$ cat config.mk
export PLATFORM = sky130hd
export DESIGN_NAME = addsub_pipe_flat
export DESIGN_NICKNAME = d
export VERILOG_FILES = /design/src/rtl/addsub_pipe_if.sv /design/src/rtl/addsub_pipe.sv /design/src/flat_wrapper.sv
export SDC_FILE = /design/constraint.sdc
export NUM_CORES = 1
export LEC_CHECK = 0
export ABC_AREA = 1
export BUFFER_PORTS_ARGS = -buffer_cell sky130_fd_sc_hd__buf_4
export CAP_MARGIN = 20
export CORE_ASPECT_RATIO = 0.5
export CORE_MARGIN = 2
export CORE_UTILIZATION = 58
export CTS_CLUSTER_DIAMETER = 60
export DETAILED_ROUTE_END_ITERATION = 8
export MAX_ROUTING_LAYER = met4
export PLACE_DENSITY = 0.87
export SKIP_CTS_REPAIR_TIMING = 1
export SYNTH_ARGS = -nofsm -noshare
export SYNTH_HDL_FRONTEND = slang
export SYNTH_SLANG_ARGS = --single-unit
export TNS_END_PERCENT = 10
$ cat constraint.sdc
create_clock -name clock -period 4.5 [get_ports clock]
set_clock_uncertainty 0.1 [all_clocks]
set_input_delay 0.225 -clock clock [delete_from_list [all_inputs] [get_ports clock]]
set_output_delay 0.225 -clock clock [all_outputs]
set_load 0.02 [all_outputs]
$ cat src/rtl/addsub_pipe_if.sv
// Handshake and operand/result bundle for addsub_pipe.
// Carries the optional sat sideband when ADDSUB_SAT_EN is defined.
interface addsub_pipe_if #(
    parameter int N = 32
);
    logic         in_valid;
    logic         in_ready;
    logic         op;
    logic         carryin;
    logic [N-1:0] X;
    logic [N-1:0] Y;
`ifdef ADDSUB_SAT_EN
    logic         sat;
`endif
    logic         out_valid;
    logic         out_ready;
    logic [N-1:0] S;
    logic         carryout;
    logic         overflow;
    logic         zero;
    logic         negative;

    // Producer/consumer side (testbench or upstream logic)
    modport master (
`ifdef ADDSUB_SAT_EN
        output sat,
`endif
        output in_valid, op, carryin, X, Y, out_ready,
        input  in_ready, out_valid, S, carryout, overflow, zero, negative
    );

    // The pipelined adder itself
    modport slave (
`ifdef ADDSUB_SAT_EN
        input  sat,
`endif
        input  in_valid, op, carryin, X, Y, out_ready,
        output in_ready, out_valid, S, carryout, overflow, zero, negative
    );
endinterface

$ cat src/rtl/addsub_pipe.sv
// Pipelined N-bit adder/subtractor, one W=N/STAGES chunk per stage, with
// carry-out, signed overflow, zero and negative flags. Valid/ready on both
// sides; the whole pipe stalls when the output is held.
// Optional macro ADDSUB_SAT_EN adds a per-beat sat bit that clamps S to the
// most positive/negative value on signed overflow, with no added latency.
module addsub_pipe #(
    parameter int N      = 32,
    parameter int STAGES = 4
) (
    input logic          clock,
    input logic          resetn,
    addsub_pipe_if.slave bus
);
    localparam int unsigned W = N / STAGES;
    localparam int unsigned L = STAGES - 1;

    if (STAGES < 1 || (N % STAGES) != 0) begin : g_bad_cfg
        $error("addsub_pipe: N must be a positive multiple of STAGES");
    end

    // Stage registers; r_s accumulates finished chunks, r_x/r_b keep the
    // operands so later stages can pick their own chunk.
    logic         r_v  [STAGES];
    logic [N-1:0] r_x  [STAGES];
    logic [N-1:0] r_b  [STAGES];
    logic [N-1:0] r_s  [STAGES];
    logic         r_c  [STAGES];
    logic         r_z  [STAGES];
    logic         r_xm [STAGES];
    logic         r_bm [STAGES];
`ifdef ADDSUB_SAT_EN
    logic         r_sat[STAGES];
    logic         w_sat[STAGES];
`endif

    // Per-stage inputs (stage 0 from the bus, stage k from register k-1)
    logic         w_v  [STAGES];
    logic [N-1:0] w_x  [STAGES];
    logic [N-1:0] w_b  [STAGES];
    logic [N-1:0] w_s  [STAGES];
    logic         w_c  [STAGES];
    logic         w_z  [STAGES];
    logic         w_xm [STAGES];
    logic         w_bm [STAGES];
    // Per-stage results
    logic [W:0]   w_add[STAGES];
    logic [N-1:0] w_sn [STAGES];
    logic         w_zn [STAGES];

    logic         w_adv;
    logic [N-1:0] w_s_raw;
    logic         w_ovf;

    // Global advance: the pipe moves whenever the output slot is free or taken
    always_comb begin
        w_adv = !r_v[L] | bus.out_ready;
    end

    // Select what each stage sees: bus operands for stage 0, previous stage otherwise
    always_comb begin
        w_v[0]  = bus.in_valid;
        w_x[0]  = bus.X;
        w_b[0]  = bus.op ? ~bus.Y : bus.Y;
        w_c[0]  = bus.carryin ^ bus.op;
        w_s[0]  = '0;
        w_z[0]  = 1'b1;
        w_xm[0] = bus.X[N-1];
        w_bm[0] = bus.Y[N-1] ^ bus.op;
`ifdef ADDSUB_SAT_EN
        w_sat[0] = bus.sat;
`endif
        for (int unsigned k = 1; k < STAGES; k++) begin
            w_v[k]  = r_v[k-1];
            w_x[k]  = r_x[k-1];
            w_b[k]  = r_b[k-1];
            w_c[k]  = r_c[k-1];
            w_s[k]  = r_s[k-1];
            w_z[k]  = r_z[k-1];
            w_xm[k] = r_xm[k-1];
            w_bm[k] = r_bm[k-1];
`ifdef ADDSUB_SAT_EN
            w_sat[k] = r_sat[k-1];
`endif
        end
    end

    // Chunk adders: stage k sums bits [k*W +: W] and folds its zero test in
    always_comb begin
        for (int unsigned k = 0; k < STAGES; k++) begin
            w_add[k] = {1'b0, w_x[k][k*W +: W]} + {1'b0, w_b[k][k*W +: W]}
                     + {{W{1'b0}}, w_c[k]};
            w_sn[k]  = w_s[k];
            w_sn[k][k*W +: W] = w_add[k][W-1:0];
            w_zn[k]  = w_z[k] & ~(|w_add[k][W-1:0]);
        end
    end

    // Pipeline registers: shift every stage together on advance, else hold
    always_ff @(posedge clock or negedge resetn) begin
        if (!resetn) begin
            for (int unsigned k = 0; k < STAGES; k++) begin
                r_v[k]  <= 1'b0;
                r_x[k]  <= '0;
                r_b[k]  <= '0;
                r_s[k]  <= '0;
                r_c[k]  <= 1'b0;
                r_z[k]  <= 1'b0;
                r_xm[k] <= 1'b0;
                r_bm[k] <= 1'b0;
`ifdef ADDSUB_SAT_EN
                r_sat[k] <= 1'b0;
`endif
            end
        end else if (w_adv) begin
            for (int unsigned k = 0; k < STAGES; k++) begin
                r_v[k]  <= w_v[k];
                r_x[k]  <= w_x[k];
                r_b[k]  <= w_b[k];
                r_s[k]  <= w_sn[k];
                r_c[k]  <= w_add[k][W];
                r_z[k]  <= w_zn[k];
                r_xm[k] <= w_xm[k];
                r_bm[k] <= w_bm[k];
`ifdef ADDSUB_SAT_EN
                r_sat[k] <= w_sat[k];
`endif
            end
        end
    end

    // Output flags from the last stage; clamping happens here so it costs no cycle
    always_comb begin
        w_s_raw = r_s[L];
        w_ovf   = r_xm[L] ^ r_bm[L] ^ w_s_raw[N-1] ^ r_c[L];
`ifdef ADDSUB_SAT_EN
        if (r_sat[L] && w_ovf) begin
            bus.S    = r_xm[L] ? {1'b1, {(N-1){1'b0}}} : {1'b0, {(N-1){1'b1}}};
            bus.zero = 1'b0;
        end else begin
            bus.S    = w_s_raw;
            bus.zero = r_z[L];
        end
`else
        bus.S    = w_s_raw;
        bus.zero = r_z[L];
`endif
        bus.negative  = bus.S[N-1];
        bus.overflow  = w_ovf;
        bus.carryout  = r_c[L];
        bus.out_valid = r_v[L];
        bus.in_ready  = w_adv;
    end
endmodule

$ cat src/flat_wrapper.sv
// flat-port wrapper written by rule: the top's interface ports become plain ports
module addsub_pipe_flat 
#(
    parameter int N      = 32,
    parameter int STAGES = 4
)
  (clock, resetn, bus_in_valid, bus_op, bus_carryin, bus_X, bus_Y, bus_out_ready, bus_in_ready, bus_out_valid, bus_S, bus_carryout, bus_overflow, bus_zero, bus_negative);
  addsub_pipe_if #(.N(N)) bus_i ();
  input logic clock;
  input logic resetn;
  input wire logic [$bits(bus_i.in_valid)-1:0] bus_in_valid;
  input wire logic [$bits(bus_i.op)-1:0] bus_op;
  input wire logic [$bits(bus_i.carryin)-1:0] bus_carryin;
  input wire logic [$bits(bus_i.X)-1:0] bus_X;
  input wire logic [$bits(bus_i.Y)-1:0] bus_Y;
  input wire logic [$bits(bus_i.out_ready)-1:0] bus_out_ready;
  output wire logic [$bits(bus_i.in_ready)-1:0] bus_in_ready;
  output wire logic [$bits(bus_i.out_valid)-1:0] bus_out_valid;
  output wire logic [$bits(bus_i.S)-1:0] bus_S;
  output wire logic [$bits(bus_i.carryout)-1:0] bus_carryout;
  output wire logic [$bits(bus_i.overflow)-1:0] bus_overflow;
  output wire logic [$bits(bus_i.zero)-1:0] bus_zero;
  output wire logic [$bits(bus_i.negative)-1:0] bus_negative;
  assign bus_i.in_valid = bus_in_valid;
  assign bus_i.op = bus_op;
  assign bus_i.carryin = bus_carryin;
  assign bus_i.X = bus_X;
  assign bus_i.Y = bus_Y;
  assign bus_i.out_ready = bus_out_ready;
  assign bus_in_ready = bus_i.in_ready;
  assign bus_out_valid = bus_i.out_valid;
  assign bus_S = bus_i.S;
  assign bus_carryout = bus_i.carryout;
  assign bus_overflow = bus_i.overflow;
  assign bus_zero = bus_i.zero;
  assign bus_negative = bus_i.negative;
  addsub_pipe #(.N(N), .STAGES(STAGES)) u_core (.clock(clock), .resetn(resetn), .bus(bus_i));
endmodule
Word-level counts from Yosys, hierarchy flattened --
Index checks and enable logic that the tools add are counted.
Word-level totals: bits in registers 292, input port bits 70, output and inout port bits 38, word-level logic and storage cells 58
Cells by class: add/subtract/negate cells 8, mux-type cells 1, bitwise gates (word level) 14, reductions and logical operators 5
Operators by type and width (number):
- adder 8 x 8 -> 9 bit | 4
- adder 9 x 1 -> 9 bit | 4
- 2-to-1 mux 32 bit | 1
- inverter 32 bit | 1
- OR reduction 8 bit | 4
- bitwise XOR 1 bit | 5
- inverter 1 bit | 4
- bitwise AND 1 bit | 3
- logical NOT 1 bit | 1
- OR 1 bit | 1

Longest topological paths before layout --
Gate-level depths: netlist of the first run.
word-level depth 6, gate-level depth with buffers 16, depth with buffers taken out 14

Worst setup path after synthesis of the first run --
Ideal clock, no wire load.
kind input to register, start point input port bus_op, end point register u_core.r_z[3] (netlist name), library setup time 65 ps, arrival time 2111 ps, required time 4335 ps, setup slack 2224 ps, stages 14, buffers on the path 2, cells stage by stage buf_4 -> buf_4 -> xnor2_1 -> fa_1 -> fa_1 -> inv_1 -> nand2_1 -> nand2_1 -> nand4_1 -> nor2_2 -> nand2_1 -> nor2_2 -> nand2_1 -> nand2_1
On the way: longest elaborated chain between the ends 5, elaborated cells on any way between the ends 6, classes of those cells 2 x add/sub; 1 x mux; 2 x bitwise; 1 x reduce/logical
Ends and longest elaborated chain:
- start, declared | RTL line flat_wrapper.sv:12 | input wire logic [$bits(bus_i.op)-1:0] bus_op;
- 2-to-1 mux 32 bit | RTL line addsub_pipe.sv:63 | w_b[0] = bus.op ? ~bus.Y : bus.Y;
- adder 8 x 8 -> 9 bit | RTL line addsub_pipe.sv:90 | w_add[k] = {1'b0, w_x[k][k*W +: W]} + {1'b0, w_b[k][k*W +: W]}
- adder 9 x 1 -> 9 bit (*) | RTL line addsub_pipe.sv:91 | + {{W{1'b0}}, w_c[k]};
- OR reduction 8 bit (*) | RTL line addsub_pipe.sv:94 | w_zn[k] = w_z[k] & ~(|w_add[k][W-1:0]);
- inverter 1 bit (*) | RTL line addsub_pipe.sv:94
- end signal, assigned by index | RTL line addsub_pipe.sv:121 | r_z[k] <= w_zn[k];
- end, declared | RTL line addsub_pipe.sv:28 | logic r_z [STAGES];
Every way passes the cells marked *; elsewhere a longest branch is shown, timed or not. A chain may end at the register's enable or synchronous reset.

Worst setup path after layout of the first run --
start point register u_core.r_v, in the netlist u_core.bus.out_valid, end point output port bus_in_ready
On the way: longest elaborated chain between the ends 2
Ends and longest elaborated chain:
- start, declared | RTL line addsub_pipe.sv:23 | logic r_v [STAGES];
- start signal, assigned by index | RTL line addsub_pipe.sv:116 | r_v[k] <= w_v[k];
- logical NOT 1 bit | RTL line addsub_pipe.sv:56 | w_adv = !r_v[L] | bus.out_ready;
- OR 1 bit | RTL line addsub_pipe.sv:56
- end, declared | RTL line flat_wrapper.sv:17 | output wire logic [$bits(bus_i.in_ready)-1:0] bus_in_ready;
No other way between the ends.

==> results of run 1 <==
==> cells by family after synthesis <==
group / Yosys count / share of synthesized area [%]
AOI/OAI and AO/OA: 127 / 7.072
DFF: 190 / 51.39
adders and majority gates: 36 / 5.517
xor gates and xnor gates: 40 / 3.786
and+or+nand+nor: 525 / 22.76
buffers and inverters: 175 / 9.479
==> sequential cells by signal, summed over array words and instances (netlist names), 3 cells and up <==
signal        count
u_core.bus.S     32
u_core.r_b       45
u_core.r_bm       4
u_core.r_c        3
u_core.r_s       48
u_core.r_v        3
u_core.r_x       45
u_core.r_xm       4
u_core.r_z        3
==> power by group through the flow <==
| stage | clock, uW | combinational [uW] | sequential [uW] |
|---|---|---|---|
| after floorplan | 0 | 2460 | 2790 |
| after global placement | 0 | 2950 | 2880 |
| after detailed placement | 0 | 3050 | 2910 |
| after CTS | 1480 | 3090 | 2890 |
| after global routing | 1550 | 3560 | 2980 |
| final | 1450 | 3120 | 2900 |
==> cell type report <==
type,instances,area (um^2)
Clock buffer,18,439.2
Clock inverter,13,130.1
Fill cell,1121,4707
Inverter,98,372.9
Multi-Input combinational cell,728,3621
Sequential cell,190,4755
Tap cell,204,255.2
Timing Repair Buffer,147,1215
==> worst max-delay path, cell delays in order, from the launching register on <==
cell and delay (ps):
dfrtp_1 410, nand2_4 540, buf_4 760, buf_4 270
==> through the flow <==
step	cell area, um^2	total power (uW)
after global routing	10790	8088
after detailed placement	9851	5957
after CTS	10420	7464
after floorplan	9253	5251
final	10790	7479
after global placement	9851	5835
==> placed cells by master, fill, tap and decap left out, types with 2 or more instances in the layout <==
master,Yosys,final
clkinvlp_4,0,3
nor2_1,34,34
nand2_1,434,434
inv_1,95,95
inv_6,0,6
nand3b_1,6,6
clkinv_4,0,2
nand3_2,3,3
clkbuf_16,0,17
buf_4,49,111
inv_2,3,2
nor2_2,3,3
dfrtp_1,190,190
xnor2_1,31,31
o21ai_0,75,75
nand4_1,9,9
o21ai_1,30,30
ha_1,28,28
dlygate4sd3_1,0,34
nand2_2,7,7
o21a_1,2,2
clkbuf_8,0,2
a21oi_1,12,12
fa_1,8,8
a31oi_1,6,6
xor2_1,9,9
nand3_1,27,27
==> synthesized netlist by cell type (3+ instances only) <==
cell | count | area [um^2]
o21ai_0 | 75 | 375.4
o21ai_1 | 30 | 150.1
nand3b_1 | 6 | 45.04
nand2_1 | 434 | 1629
clkbuf_1 | 9 | 33.78
xor2_1 | 9 | 78.83
nand3_1 | 27 | 135.1
dfrtp_1 | 190 | 4755
ha_1 | 28 | 350.3
buf_4 | 49 | 367.9
nor2_1 | 34 | 127.6
nor2_2 | 3 | 18.77
a21oi_1 | 12 | 60.06
xnor2_1 | 31 | 271.5
inv_1 | 95 | 356.6
clkbuf_2 | 3 | 15.01
buf_2 | 14 | 70.07
nand3_2 | 3 | 30.03
inv_2 | 3 | 11.26
a31oi_1 | 6 | 37.54
nand2_2 | 7 | 43.79
fa_1 | 8 | 160.2
nand4_1 | 9 | 56.30
==> layer usage <==
layer	vias to the layer above	GRT usage (%)	wire, um
met5	-	-	0
met4	0	6.922	291
met3	30	4.712	850
met2	155	36.98	8957
met1	3378	33.87	9265
li1	3552	-	-
==> worst paths after layout <==
kind	from	endpoint	slack [ps]	cells past startpoint
max in group asynchronous	resetn	u_core.bus.S[23]	2820	3
hold reg to reg	u_core.r_b[90]	u_core.r_b[58]	370	2
hold / removal	bus_Y[13]	u_core.r_b[109]	-20	3
min in group asynchronous	resetn	u_core.r_x[104]	350	2
setup / recovery	u_core.bus.out_valid	bus_in_ready	1710	3
setup reg to reg	u_core.bus.out_valid	u_core.r_z[2]	2090	6
==> flow_metrics.env, run 1 <==
export IMPL_vias=7115
export IMPL_holdWs_ps=-19.97
export IMPL_startpoint_type="flip-flop"
export IMPL_preCtsSetupSlack_ps=1901
export IMPL_io_buffers=107
export IMPL_grt_usage_pct=24.34
export IMPL_grt_pass1_wl_um=31650
export IMPL_postLayoutSetupSlackWorst_ps=1712
export IMPL_setup_tns_ps=0
export IMPL_numCtsBuffers=17
export IMPL_area_growth_syn_to_layout_pct=16.59
export IMPL_holdCritPathClass="input pin to flip-flop"
export IMPL_ys_ff_latch=190
export IMPL_synth_async_reset_ratio_pct=100.0
export IMPL_initial_core_util_pct=59.71
export IMPL_maxSlewHeadroom_pct=44.24
export IMPL_min_period_over_period_pct=61.95
export IMPL_drv_slew=0
export IMPL_fin_crit_ps=2788
export IMPL_final_hold_viol_count=3
export IMPL_p_leak_uw=0.005630
export IMPL_cts_clk_slew_worst_paths_ps=70
export IMPL_intPower_uw=4434
export IMPL_syn_inst=1093
export IMPL_synth_cell_area_um2=9253
export IMPL_cts_sinks=190
export IMPL_synthFlopType="dfrtp_1"
export IMPL_drive_above_1_share_pct=13.65
export IMPL_drv_cap=0
export IMPL_htreeDepth=4
export IMPL_seqPwrFrac_pct=38.8
export IMPL_dp_hpwl_um=12770
export IMPL_final_util_pct=69.62
export IMPL_clkPwrFrac_pct=19.4
export IMPL_fp_coreArea_um2=15490
export IMPL_fin_cells=1398
export IMPL_violations="negative hold slack"
export IMPL_synth_avg_cell_area_um2=8.465
export IMPL_ctsRootBufferMaster="clkbuf_16"
export IMPL_clock_latency_ps=430
export IMPL_gr_total_overflow=0
export IMPL_die_x_um=182.6
export IMPL_vdd_drop_max_v=0.0003794
export IMPL_combPwrFrac_pct=41.8
export IMPL_synth_nets=1199
export IMPL_avgRoutedWirePerCell_um=13.85
export IMPL_final_setup_viol_count=0
export IMPL_worst_slew_pin_slew_ps=836.4
export IMPL_ys_seq_area_share_pct=51.39
export IMPL_antenna_found_initial=0
export IMPL_antenna_cells=0
export IMPL_ys_warn_count=0
export IMPL_die_area_um2=17040
export IMPL_fmax_mhz=358.7
export IMPL_crit_fanout=92
export IMPL_timing_setup_critical_path_class="flip-flop to output pin"
export IMPL_p_sw_uw=3045
export IMPL_fin_nets=1288
export IMPL_cts_tree="built"
export IMPL_dp_cells=1332
export IMPL_required_ps=4180
export IMPL_rsz0062_at_grt="no"
export IMPL_critPathArrivalTime_ps=2460
export IMPL_std_cell_rows=32
export IMPL_p_per_area_nw_per_um2=693.2
export IMPL_clockBufferDepth=2
export IMPL_totalWireLength_um=19370
export IMPL_netSwitchingFraction_pct=40.71
export IMPL_end_kind="output pin"
export IMPL_fp_dieH_um=93.31
export IMPL_synth_edf_count=0
export IMPL_status="finished, violations left"
export IMPL_grt_pass1_vias=6564
export IMPL_gp_congestion=0.8648
export IMPL_dr_pass1_iters=6
export IMPL_ioPinCount=108
export IMPL_grt_max_degree=175
export IMPL_drtIter0Drc=638
export IMPL_vias_per_cell=5.089
export IMPL_antenna_left=0
export IMPL_drc_errors=0
export IMPL_ys_types=29
Power figures use the tool's default switching activity.
==> run 2: changes to the inputs <==
clock period = 2.9 ns   (was 4.5 ns; I/O delays follow)
==> flow_metrics.env, run 2 (same netlist as run 1, synthesis figures left out) <==
export IMPL_min_period_over_period_pct=71.84
export IMPL_cp_num_buf_inv=0
export IMPL_wirelength_met1_um=9663
export IMPL_cts_clk_slew_worst_paths_ps=70
export IMPL_setup_tns_ps=0
export IMPL_timing_setup_critical_path_class="flip-flop to flip-flop"
export IMPL_antenna_cells=0
export IMPL_dr_pass1_iters=5
export IMPL_worst_path_max_delay_cell="fa_1"
export IMPL_worst_slew_pin_slew_ps=733.3
export IMPL_vias_per_cell=5.135
export IMPL_ctsRootBufferMaster="clkbuf_16"
export IMPL_fin_crit_ps=2083
export IMPL_gp_congestion=0.8891
export IMPL_fp_coreArea_um2=15490
export IMPL_preCtsSetupSlack_ps=690.6
export IMPL_antenna_found_initial=0
export IMPL_numCtsBuffers=17
export IMPL_drtIter0Drc=507
export IMPL_cts_tree="built"
export IMPL_routed_wl_met2_um=9639
export IMPL_io_buffers=107
export IMPL_initial_core_util_pct=59.71
export IMPL_drv_cap=0
export IMPL_status="complete, no violations"
export IMPL_antenna_left=0
export IMPL_maxSlewHeadroom_pct=51.11
export IMPL_slowest_delay_ps=480
export IMPL_vdd_drop_max_v=0.0005287
export IMPL_drive_above_1_share_pct=13.67
export IMPL_gr_total_overflow=0
export IMPL_p_per_area_nw_per_um2=1069
export IMPL_final_setup_viol_count=0
export IMPL_grt_max_degree=160
export IMPL_critPathArrivalTime_ps=2360
export IMPL_clockBufferDepth=2
export IMPL_vias=7281
export IMPL_crit_fanout=3
export IMPL_area_growth_syn_to_layout_pct=19.23
export IMPL_drc_errors=0
export IMPL_end_kind="flip-flop"
export IMPL_fin_nets=1307
export IMPL_rsz0062_at_grt="no"
export IMPL_postLayoutSetupSlackWorst_ps=816.6
export IMPL_grt_pass1_wl_um=32010
export IMPL_cp_top_family="adder cells"
export IMPL_dp_hpwl_um=13020
export IMPL_die_area_um2=17040
export IMPL_die_x_um=182.6
export IMPL_nFillCells=1119
export IMPL_grt_usage_pct=24.42
export IMPL_reg_largest_list="u_core.r_s: 48 flops, u_core.r_b: 45 flops, u_core.r_x: 45 flops"
export IMPL_mostFrequentLayoutCells="434 x nand2_1, 190 x dfrtp_1, 111 x buf_4, 95 x inv_1, 75 x o21ai_0"
export IMPL_grt_pass1_vias=6809
export IMPL_required_ps=3180
export IMPL_totalWireLength_um=20360
export IMPL_p_leak_uw=0.005744
export IMPL_std_cell_rows=32
export IMPL_startpoint_type="flip-flop"
export IMPL_final_hold_viol_count=0
export IMPL_holdCritPathClass="input pin to flip-flop"
export IMPL_fmax_mhz=480.0
export IMPL_cts_sinks=190
export IMPL_avgRoutedWirePerCell_um=14.36
export IMPL_crit_chain="fa_1 > fa_1 > nand3_1 > nand3_1 > nand2_1 > nand2_1 > nor2_1 > nand3_1 > nand2_1"
export IMPL_ioPinCount=108
export IMPL_regMostFlops="u_core.r_s"
export IMPL_fp_dieH_um=93.31
export IMPL_route_top_layer_used="met4"
export IMPL_drv_slew=0
export IMPL_clock_latency_ps=440
export IMPL_largest_reg_flops=48
export IMPL_htreeDepth=4
export IMPL_final_common_cell="nand2_1"
export IMPL_wl_met3_um=766
[run 2: cell count changes in the layout (fill, tap and decap cells not counted)]
cell,delta
clkinv_8,+3
inv_8,+1
clkinv_4,+1
buf_16,-1
clkinvlp_4,-3
dlygate4sd3_1,+16
clkbuf_1,+1
clkbuf_8,-1
clkinv_2,-1
buf_12,+4
[run 2: cell type report]
type,instances,area (um^2),area share (%)
flip-flops and latches,190,4755,43.10
multi-input cells,728,3621,32.82
repair buffers,166,1428,12.94
clock buffers,18,429.2,3.890
inverters,98,372.9,3.380
well taps,204,255.2,2.314
clock inverters,14,171.4,1.554
[run 2: through the flow]
| step | total power, uW | instance area, um^2 | hold slack, ps | instances | util (%) |
|---|---|---|---|---|---|
| after global routing | 12720 | 11030 | 94.51 | 1418 | 71.20 |
| after floorplan | 8149 | 9253 | -250.6 | 1093 | - |
| after global placement | 9074 | 9931 | 152.6 | 1336 | 64.09 |
| after detailed placement | 9291 | 9931 | 168.4 | 1336 | 64.09 |
| final | 11790 | 11030 | 45.59 | 1418 | 71.20 |
| after CTS | 11720 | 10530 | -298.3 | 1368 | 67.97 |
[run 2: tightest hold or removal path, delay by kind of cell]
family / cells / cell delay (ps)
buffers and inverters: 1 / 90
and+or+nand+nor: 1 / 40
adders and majority gates: 1 / 130
AOI/OAI and AO/OA: 1 / 120
[run 2: worst paths after layout]
path	from	to	slack, ps	depth (start not counted)
max	u_core.r_c[2]	u_core.r_z[1]	820	9
min	bus_X[7]	u_core.r_c[3]	50	4
max reg2reg	u_core.r_c[2]	u_core.r_z[1]	820	9
min reg2reg	u_core.r_s[43]	u_core.r_s[43]	380	2
max in group asynchronous	resetn	u_core.r_x[123]	1710	3
min in group asynchronous	resetn	u_core.r_x[108]	240	2
[run 2: where the power goes]
part           leakage [uW]  internal, uW  switching, uW
Clock              0.000293          1240           1130
Combinational       0.00315          1880           3030
Sequential          0.00230          3810            699
[run 2: metal layers]
layer	track usage, %	vias up
met5	-	-
met4	6.048	0
met3	4.945	30
met2	37.45	169
met1	33.91	3491
li1	-	3591
